File: src/rtl/mdu_iter_pkg.sv
// Shared types, encodings and helpers for the iterative multiply/divide unit.
package mdu_iter_pkg;

  typedef logic        i1;
  typedef logic [1:0]  i2;
  typedef logic [31:0] i32;

  typedef enum logic [1:0] {
    MDU_MULT  = 2'd0,
    MDU_MULTU = 2'd1,
    MDU_DIV   = 2'd2,
    MDU_DIVU  = 2'd3
  } ctrl_mdu_op_t;

  typedef struct packed {
    ctrl_mdu_op_t op;
    i32           a;
    i32           b;
  } mdu_req_t;

  localparam logic [1:0] MDU_STATE_IDLE = 2'd0;
  localparam logic [1:0] MDU_STATE_MUL  = 2'd1;
  localparam logic [1:0] MDU_STATE_DIV  = 2'd2;
  localparam logic [1:0] MDU_STATE_DONE = 2'd3;

  localparam int unsigned DIV_STEPS = 32;
  localparam int unsigned CNT_W     = 5;

  // Magnitude of x when it is to be treated as a signed value.
  function automatic i32 mag32(input i32 x, input i1 sgn);
    return (sgn && x[31]) ? (~x + 32'd1) : x;
  endfunction

  function automatic i32 neg_if(input i32 x, input i1 neg);
    return neg ? (~x + 32'd1) : x;
  endfunction

endpackage

File: src/rtl/mdu_iter_if.sv
// E-stage request/response bundle between the pipeline and the MDU.
interface mdu_iter_if;
  import mdu_iter_pkg::*;

  logic         valid_in;
  ctrl_mdu_op_t op;
  i32           src_a;
  i32           src_b;
  logic         flush;
  logic         stall;
  logic         busy;
  logic         done;
  i32           hi;
  i32           lo;
  i2            hilo_write_en;

  modport master (
    output valid_in, op, src_a, src_b, flush,
    input  stall, busy, done, hi, lo, hilo_write_en
  );

  modport slave (
    input  valid_in, op, src_a, src_b, flush,
    output stall, busy, done, hi, lo, hilo_write_en
  );
endinterface

File: src/rtl/mdu_div_step.sv
// One restoring division step: shift in the next dividend bit, subtract if it fits.
module mdu_div_step
  import mdu_iter_pkg::*;
(
  input  i32 i_rem,
  input  i32 i_quo,
  input  i32 i_divisor,
  output i32 o_rem_c,
  output i32 o_quo_c
);
  logic [32:0] w_shift;
  logic [33:0] w_trial;

  // Partial remainder can reach 33 bits, so the trial subtract is 34 bits wide.
  always_comb begin
    w_shift = {i_rem, i_quo[31]};
    w_trial = {1'b0, w_shift} - {2'b00, i_divisor};
    if (w_trial[33]) begin
      o_rem_c = w_shift[31:0];
      o_quo_c = {i_quo[30:0], 1'b0};
    end else begin
      o_rem_c = w_trial[31:0];
      o_quo_c = {i_quo[30:0], 1'b1};
    end
  end
endmodule

File: src/rtl/mdu_iter.sv
// Iterative MULT/MULTU/DIV/DIVU unit: stalls E while busy, returns {hi,lo} with a one-cycle done.
module mdu_iter
  import mdu_iter_pkg::*;
#(
  parameter int unsigned MUL_CYCLES = 4
) (
  input logic       clk,
  input logic       reset,
  mdu_iter_if.slave bus
);
  logic [1:0]       r_state;
  logic [1:0]       w_next;
  logic             w_accept;
  logic             w_is_div;
  logic             w_sx;
  logic             w_mul_sx;
  logic [CNT_W-1:0] r_cnt;
  mdu_req_t         r_req;
  i32               r_rem;
  i32               r_quo;
  i32               r_divisor;
  i1                r_neg_q;
  i1                r_neg_r;
  logic             r_done;
  logic             r_busy;
  i32               r_hi;
  i32               r_lo;
  i32               w_rem_nxt;
  i32               w_quo_nxt;
  logic [63:0]      w_a64;
  logic [63:0]      w_b64;
  logic [63:0]      w_prod;

  assign w_is_div = (bus.op == MDU_DIV) || (bus.op == MDU_DIVU);
  assign w_sx     = (bus.op == MDU_DIV);

  mdu_div_step u_step (
    .i_rem     (r_rem),
    .i_quo     (r_quo),
    .i_divisor (r_divisor),
    .o_rem_c   (w_rem_nxt),
    .o_quo_c   (w_quo_nxt)
  );

  // Extending both operands to 64 bits lets one unsigned multiply serve MULT and MULTU.
  assign w_mul_sx = (r_req.op == MDU_MULT);
  assign w_a64    = {{32{w_mul_sx & r_req.a[31]}}, r_req.a};
  assign w_b64    = {{32{w_mul_sx & r_req.b[31]}}, r_req.b};
  assign w_prod   = w_a64 * w_b64;

  always_ff @(posedge clk) begin
    if (reset) r_state <= MDU_STATE_IDLE;
    else       r_state <= w_next;
  end

  always_comb begin
    w_next   = r_state;
    w_accept = 1'b0;
    case (r_state)
      MDU_STATE_IDLE: begin
        if (bus.valid_in) begin
          w_accept = 1'b1;
          w_next   = w_is_div ? MDU_STATE_DIV : MDU_STATE_MUL;
        end
      end
      MDU_STATE_MUL:  if (r_cnt == '0) w_next = MDU_STATE_DONE;
      MDU_STATE_DIV:  if (r_cnt == '0) w_next = MDU_STATE_DONE;
      MDU_STATE_DONE: w_next = MDU_STATE_IDLE;
      default:        w_next = MDU_STATE_IDLE;
    endcase
    if (bus.flush) begin
      w_next   = MDU_STATE_IDLE;
      w_accept = 1'b0;
    end
  end

  always_ff @(posedge clk) begin
    if (reset) begin
      r_cnt     <= '0;
      r_req     <= '0;
      r_rem     <= '0;
      r_quo     <= '0;
      r_divisor <= '0;
      r_neg_q   <= 1'b0;
      r_neg_r   <= 1'b0;
      r_done    <= 1'b0;
      r_busy    <= 1'b0;
      r_hi      <= '0;
      r_lo      <= '0;
    end else begin
      r_done <= (w_next == MDU_STATE_DONE);
      r_busy <= (w_next == MDU_STATE_MUL) || (w_next == MDU_STATE_DIV);
      if (w_accept) begin
        r_req     <= '{op: bus.op, a: bus.src_a, b: bus.src_b};
        r_cnt     <= w_is_div ? CNT_W'(DIV_STEPS - 1) : CNT_W'(MUL_CYCLES - 1);
        r_rem     <= '0;
        r_quo     <= mag32(bus.src_a, w_sx);
        r_divisor <= mag32(bus.src_b, w_sx);
        r_neg_q   <= w_sx & (bus.src_a[31] ^ bus.src_b[31]);
        r_neg_r   <= w_sx & bus.src_a[31];
      end else if ((r_state == MDU_STATE_MUL) || (r_state == MDU_STATE_DIV)) begin
        if (r_cnt != '0) r_cnt <= r_cnt - CNT_W'(1);
        if (r_state == MDU_STATE_DIV) begin
          r_rem <= w_rem_nxt;
          r_quo <= w_quo_nxt;
        end
      end
      // Results land only on entry to DONE; otherwise hi/lo hold.
      if (w_next == MDU_STATE_DONE) begin
        if (r_state == MDU_STATE_MUL) begin
          r_hi <= w_prod[63:32];
          r_lo <= w_prod[31:0];
        end else begin
          r_hi <= neg_if(w_rem_nxt, r_neg_r);
          r_lo <= neg_if(w_quo_nxt, r_neg_q);
        end
      end
    end
  end

  assign bus.stall         = bus.valid_in & ~r_done;
  assign bus.busy          = r_busy;
  assign bus.done          = r_done;
  assign bus.hi            = r_hi;
  assign bus.lo            = r_lo;
  assign bus.hilo_write_en = {r_done, r_done};
endmodule
File: src/flat_wrapper.sv
// flat-port wrapper written by rule: the top's interface ports become plain ports
module mdu_iter_flat import mdu_iter_pkg::*;
#(
  parameter int unsigned MUL_CYCLES = 4
)
  (clk, reset, bus_valid_in, bus_op, bus_src_a, bus_src_b, bus_flush, bus_stall, bus_busy, bus_done, bus_hi, bus_lo, bus_hilo_write_en);
  mdu_iter_if bus_i ();
  input logic clk;
  input logic reset;
  input wire logic [$bits(bus_i.valid_in)-1:0] bus_valid_in;
  input wire logic [$bits(bus_i.op)-1:0] bus_op;
  input wire logic [$bits(bus_i.src_a)-1:0] bus_src_a;
  input wire logic [$bits(bus_i.src_b)-1:0] bus_src_b;
  input wire logic [$bits(bus_i.flush)-1:0] bus_flush;
  output wire logic [$bits(bus_i.stall)-1:0] bus_stall;
  output wire logic [$bits(bus_i.busy)-1:0] bus_busy;
  output wire logic [$bits(bus_i.done)-1:0] bus_done;
  output wire logic [$bits(bus_i.hi)-1:0] bus_hi;
  output wire logic [$bits(bus_i.lo)-1:0] bus_lo;
  output wire logic [$bits(bus_i.hilo_write_en)-1:0] bus_hilo_write_en;
  assign bus_i.valid_in = bus_valid_in;
  assign bus_i.op = bus_op;
  assign bus_i.src_a = bus_src_a;
  assign bus_i.src_b = bus_src_b;
  assign bus_i.flush = bus_flush;
  assign bus_stall = bus_i.stall;
  assign bus_busy = bus_i.busy;
  assign bus_done = bus_i.done;
  assign bus_hi = bus_i.hi;
  assign bus_lo = bus_i.lo;
  assign bus_hilo_write_en = bus_i.hilo_write_en;
  mdu_iter #(.MUL_CYCLES(MUL_CYCLES)) u_core (.clk(clk), .reset(reset), .bus(bus_i));
endmodule
File: config.mk
export PLATFORM = sky130hd
export DESIGN_NAME = mdu_iter_flat
export DESIGN_NICKNAME = d
export VERILOG_FILES = /design/src/rtl/mdu_iter_pkg.sv /design/src/rtl/mdu_iter_if.sv /design/src/rtl/mdu_div_step.sv /design/src/rtl/mdu_iter.sv /design/src/flat_wrapper.sv
export SDC_FILE = /design/constraint.sdc
export NUM_CORES = 2
export LEC_CHECK = 0
export BUFFER_PORTS_ARGS = -buffer_cell sky130_fd_sc_hd__buf_4
export CORE_ASPECT_RATIO = 0.5
export CORE_MARGIN = 2
export CORE_UTILIZATION = 40
export CTS_BUF_LIST = sky130_fd_sc_hd__clkbuf_4 sky130_fd_sc_hd__clkbuf_8
export DETAILED_ROUTE_END_ITERATION = 10
export GPL_TIMING_DRIVEN = 0
export SETUP_SLACK_MARGIN = 0.02
export SLEW_MARGIN = 20
export SYNTH_ARGS = -nofsm -noshare
export SYNTH_HDL_FRONTEND = slang
export SYNTH_SLANG_ARGS = --single-unit
File: constraint.sdc
create_clock -name clk -period 14.5 [get_ports clk]
set_input_delay 2.175 -clock clk [delete_from_list [all_inputs] [get_ports clk]]
set_output_delay 2.175 -clock clk [all_outputs]
set_load 0.01 [all_outputs]
==> summary.md <==
| Metric | Value |
|---|---|
| Status | `complete, no violations` |
| Yosys warns | `0` |
| Max FO, Critical Path | `10` |
| Total track usage | `0.3136` |
| Clock transition at the registers of the reported paths | `80 ps` |
| # resized after CTS | `0` |
| Cell area after layout | `0.05658 mm^2` |
| Hold slack | `470.1 ps` |
| Root buffer cell | `clkbuf_8` |
| Placed inst area | `0.05574 mm^2` |
| IO Pins | `139` |
| FFs w/ async S/R, synth | `0` |
| Worst slack, placed | `3916 ps` |
| Total of max-cap violations | `0` |
| Synth area leader | `fa_1` |
| Clk sinks | `236` |
| Detail Placement HPWL | `172.7 mm` |
| Final Core Density | `0.4372` |
| Share of cells above drive strength 1 | `0.04395` |
| Setup repair bufs after CTS | `0` |
| RSZ-0062 raised after global routing | `no` |
| DIE WIDTH | `516.2 um` |
| Crit end category | `flip-flop` |
| Static Leak | `25.16 nW` |
| P per Cell Area | `48.66 mW/mm^2` |
| Vias in the first global route | `44.54k` |
| Flops & latches, synth | `236` |
| CP startpoint | `u_core.r_req[14]` |
| Critical Path Start Type | `flip-flop` |
| First drt pass iteration count | `5` |
| Drt initial violations | `5001` |
| Largest net degree at the start of global routing | `16` |
| CTS Buf Count | `36` |
| Port bufs | `137` |
| Skew-Pair Late Insertion Delay | `620 ps` |
| Total grt overflow | `0` |
| Met1 GRT Util | `0.4511` |
| Tot Pwr | `2.753 mW` |
| Global-route wire length before repair | `305.5 mm` |
| Drt via density | `5.499` |
| Hold Path Origin | `u_core.bus.lo[25]` |
| Worst EP arrival | `11490 ps` |
| Slew HR | `0.1304` |
| Seq/Total Area, Yosys | `0.09005` |
| Synth Flop Type | `dfxtp_1` |
| Worst slew pin tran | `1304 ps` |
| Data required time of the critical path | `14990 ps` |
| Synthesis-to-finish area growth | `7.837%` |
| Fin crit share | `0.7582` |
| Nets | `7817` |
| Die area | `0.1342 mm^2` |
| CTS tree | `built` |
| Placer congestion estimate | `1.033` |
| Core Box Area | `0.1294 mm^2` |
| Hold Vio Cnt, Final | `0` |
| CTS Buffer Depth | `3` |
| Top cell type's share of synthesized area | `0.4297` |
| Post-Syn Nets | `7639` |
| Initial antenna violation count | `16` |
| Min Clock Period, post-route | `10990 ps` |
| Met2 Usage GRT | `0.4421` |
| Most Used Layer, Global Route | `met1` |
| Worst Hold Class | `flip-flop to flip-flop` |
| Layout Cells excl Fill | `8158` |
| Setup ws final | `3506 ps` |
| VDD IR max | `48.98 uV` |
| Max Clk Rate | `90.96 MHz` |
| Mapped Cells | `6188` |
| Vias | `44.86k` |
| Synth top area cells | `fa_1 43%, dfxtp_1 9.0%, inv_1 9.0%` |
| Setup CP Type | `flip-flop to flip-flop` |
| Drt wl/cell | `25.46 um` |
| Most frequent cell after synthesis | `inv_1` |
| Top post-synthesis cells by count | `1257 x inv_1, 1126 x fa_1, 1060 x nand2_1` |
| DRC Markers | `0` |
| Cells after DPL | `8084` |
| Slew Limit Fails | `0` |
| Die Ht | `260.1 um` |
| Initial cell density of the core | `0.4055` |
| Antenna Nets Post-Route | `0` |
| Htree depth | `2` |
| Post-synth EDFFs | `0` |
| Clk_skew | `46.55 ps` |
| Setup TNS | `0 ps` |
| Average footprint of a synthesized cell | `8.478 um^2` |
| GR Util met3 | `0.1001` |
| Hold_buf cts | `0` |
| Std-Cell Rows | `93` |
| R2R Path Start | `u_core.r_req[14]` |
| Synth Cell Area | `0.05246 mm^2` |
| Final WL | `207.7 mm` |
| Final setup violation count | `0` |
| Netlist cell types | `87` |
==> kinds of logic (layout without fill, tap and decap cells) <==
logic type	count (synthesis)	after routing	synth area share
mux	47	47	0.009015
fa+ha+maj	1381	1381	0.4905
buf+inv	1637	1842	0.1176
flops	236	236	0.09005
compound gates	724	724	0.09070
xor+xnor	200	200	0.03339
simple gates	1963	1963	0.1688
other cells	0	8	0
==> metal layers <==
metal	wire length, um	vias to the layer above	share of wire
met5	205	-	0.00099
met4	8005	10	0.039
met3	26270	405	0.13
met2	84240	2495	0.41
met1	88990	22792	0.43
li1	-	19161	-
==> cells in the final DEF (no fill, tap or decap), types with 22 or more instances in the layout <==
| master | count |
|---|---|
| inv_1 | 1257 |
| fa_1 | 1125 |
| nand2_1 | 1060 |
| clkbuf_1 | 347 |
| nor2_1 | 289 |
| and2_1 | 280 |
| ha_1 | 255 |
| dfxtp_1 | 236 |
| a21oi_1 | 224 |
| buf_4 | 139 |
| xnor2_1 | 120 |
| o21ai_0 | 116 |
| a211oi_1 | 82 |
| xor2_1 | 80 |
| nand3_1 | 71 |
| nor3_1 | 63 |
| clkbuf_8 | 46 |
| mux2i_1 | 45 |
| a21o_1 | 44 |
| a311oi_1 | 41 |
| and3_1 | 36 |
| nand2b_1 | 28 |
| o31ai_1 | 27 |
| a31oi_1 | 26 |
| or3_1 | 25 |
| o21a_1 | 24 |
| o211ai_1 | 23 |
| nand4_1 | 22 |
==> power by group <==
| part | internal [mW] | total (mW) | switching (mW) |
|---|---|---|---|
| clock | 0.334 | 0.654 | 0.321 |
| combinational | 0.429 | 1.37 | 0.945 |
| sequential | 0.676 | 0.724 | 0.0482 |
==> state kept, by name, indices dropped and copies added (netlist names) <==
register and flops:
u_core.r_neg_r 1, u_core.bus.done 1, u_core.r_cnt 5, u_core.r_divisor 32, u_core.r_neg_q 1, u_core.bus.lo 32
u_core.r_state 2, u_core.r_quo 32, u_core.r_rem 32, u_core.bus.busy 1, u_core.r_req 65, u_core.bus.hi 32
==> worst max-delay path, cell delays in order (launching register included) <==
cell and delay [ps]:
dfxtp_1 310, clkbuf_1 820, clkbuf_1 830, nand2_1 190, fa_1 560, inv_1 60, fa_1 480, fa_1 560
inv_1 60, fa_1 490, fa_1 620, fa_1 440, fa_1 490, inv_1 50, fa_1 490, ha_1 600
o2111ai_1 460, inv_1 140, o211ai_1 120, o22ai_1 760, nor3b_1 230, a31oi_1 590, a31oi_1 330, o21ai_1 400
xor2_1 340, a21boi_0 140, a311oi_1 280
==> final timing paths <==
check	to	slack, ps	cells after the start
hold / removal	u_core.bus.lo[25]	470	2
setup reg to reg	u_core.bus.hi[22]	3510	26
setup / recovery	u_core.bus.hi[22]	3510	26
hold reg to reg	u_core.bus.lo[25]	470	2
==> area by class of cell <==
class	count	area, um^2
clock buffers	57	715.7
plain buffers	379	1464
flip-flops and latches	236	4725
fillers	13256	72820
repair buffers	140	1075
clock inverters	8	75.07
multi-input cells	4315	41580
well taps	1757	2198
diodes	8	20.02
inverters	1258	4722
Power figures use the tool's default switching activity.
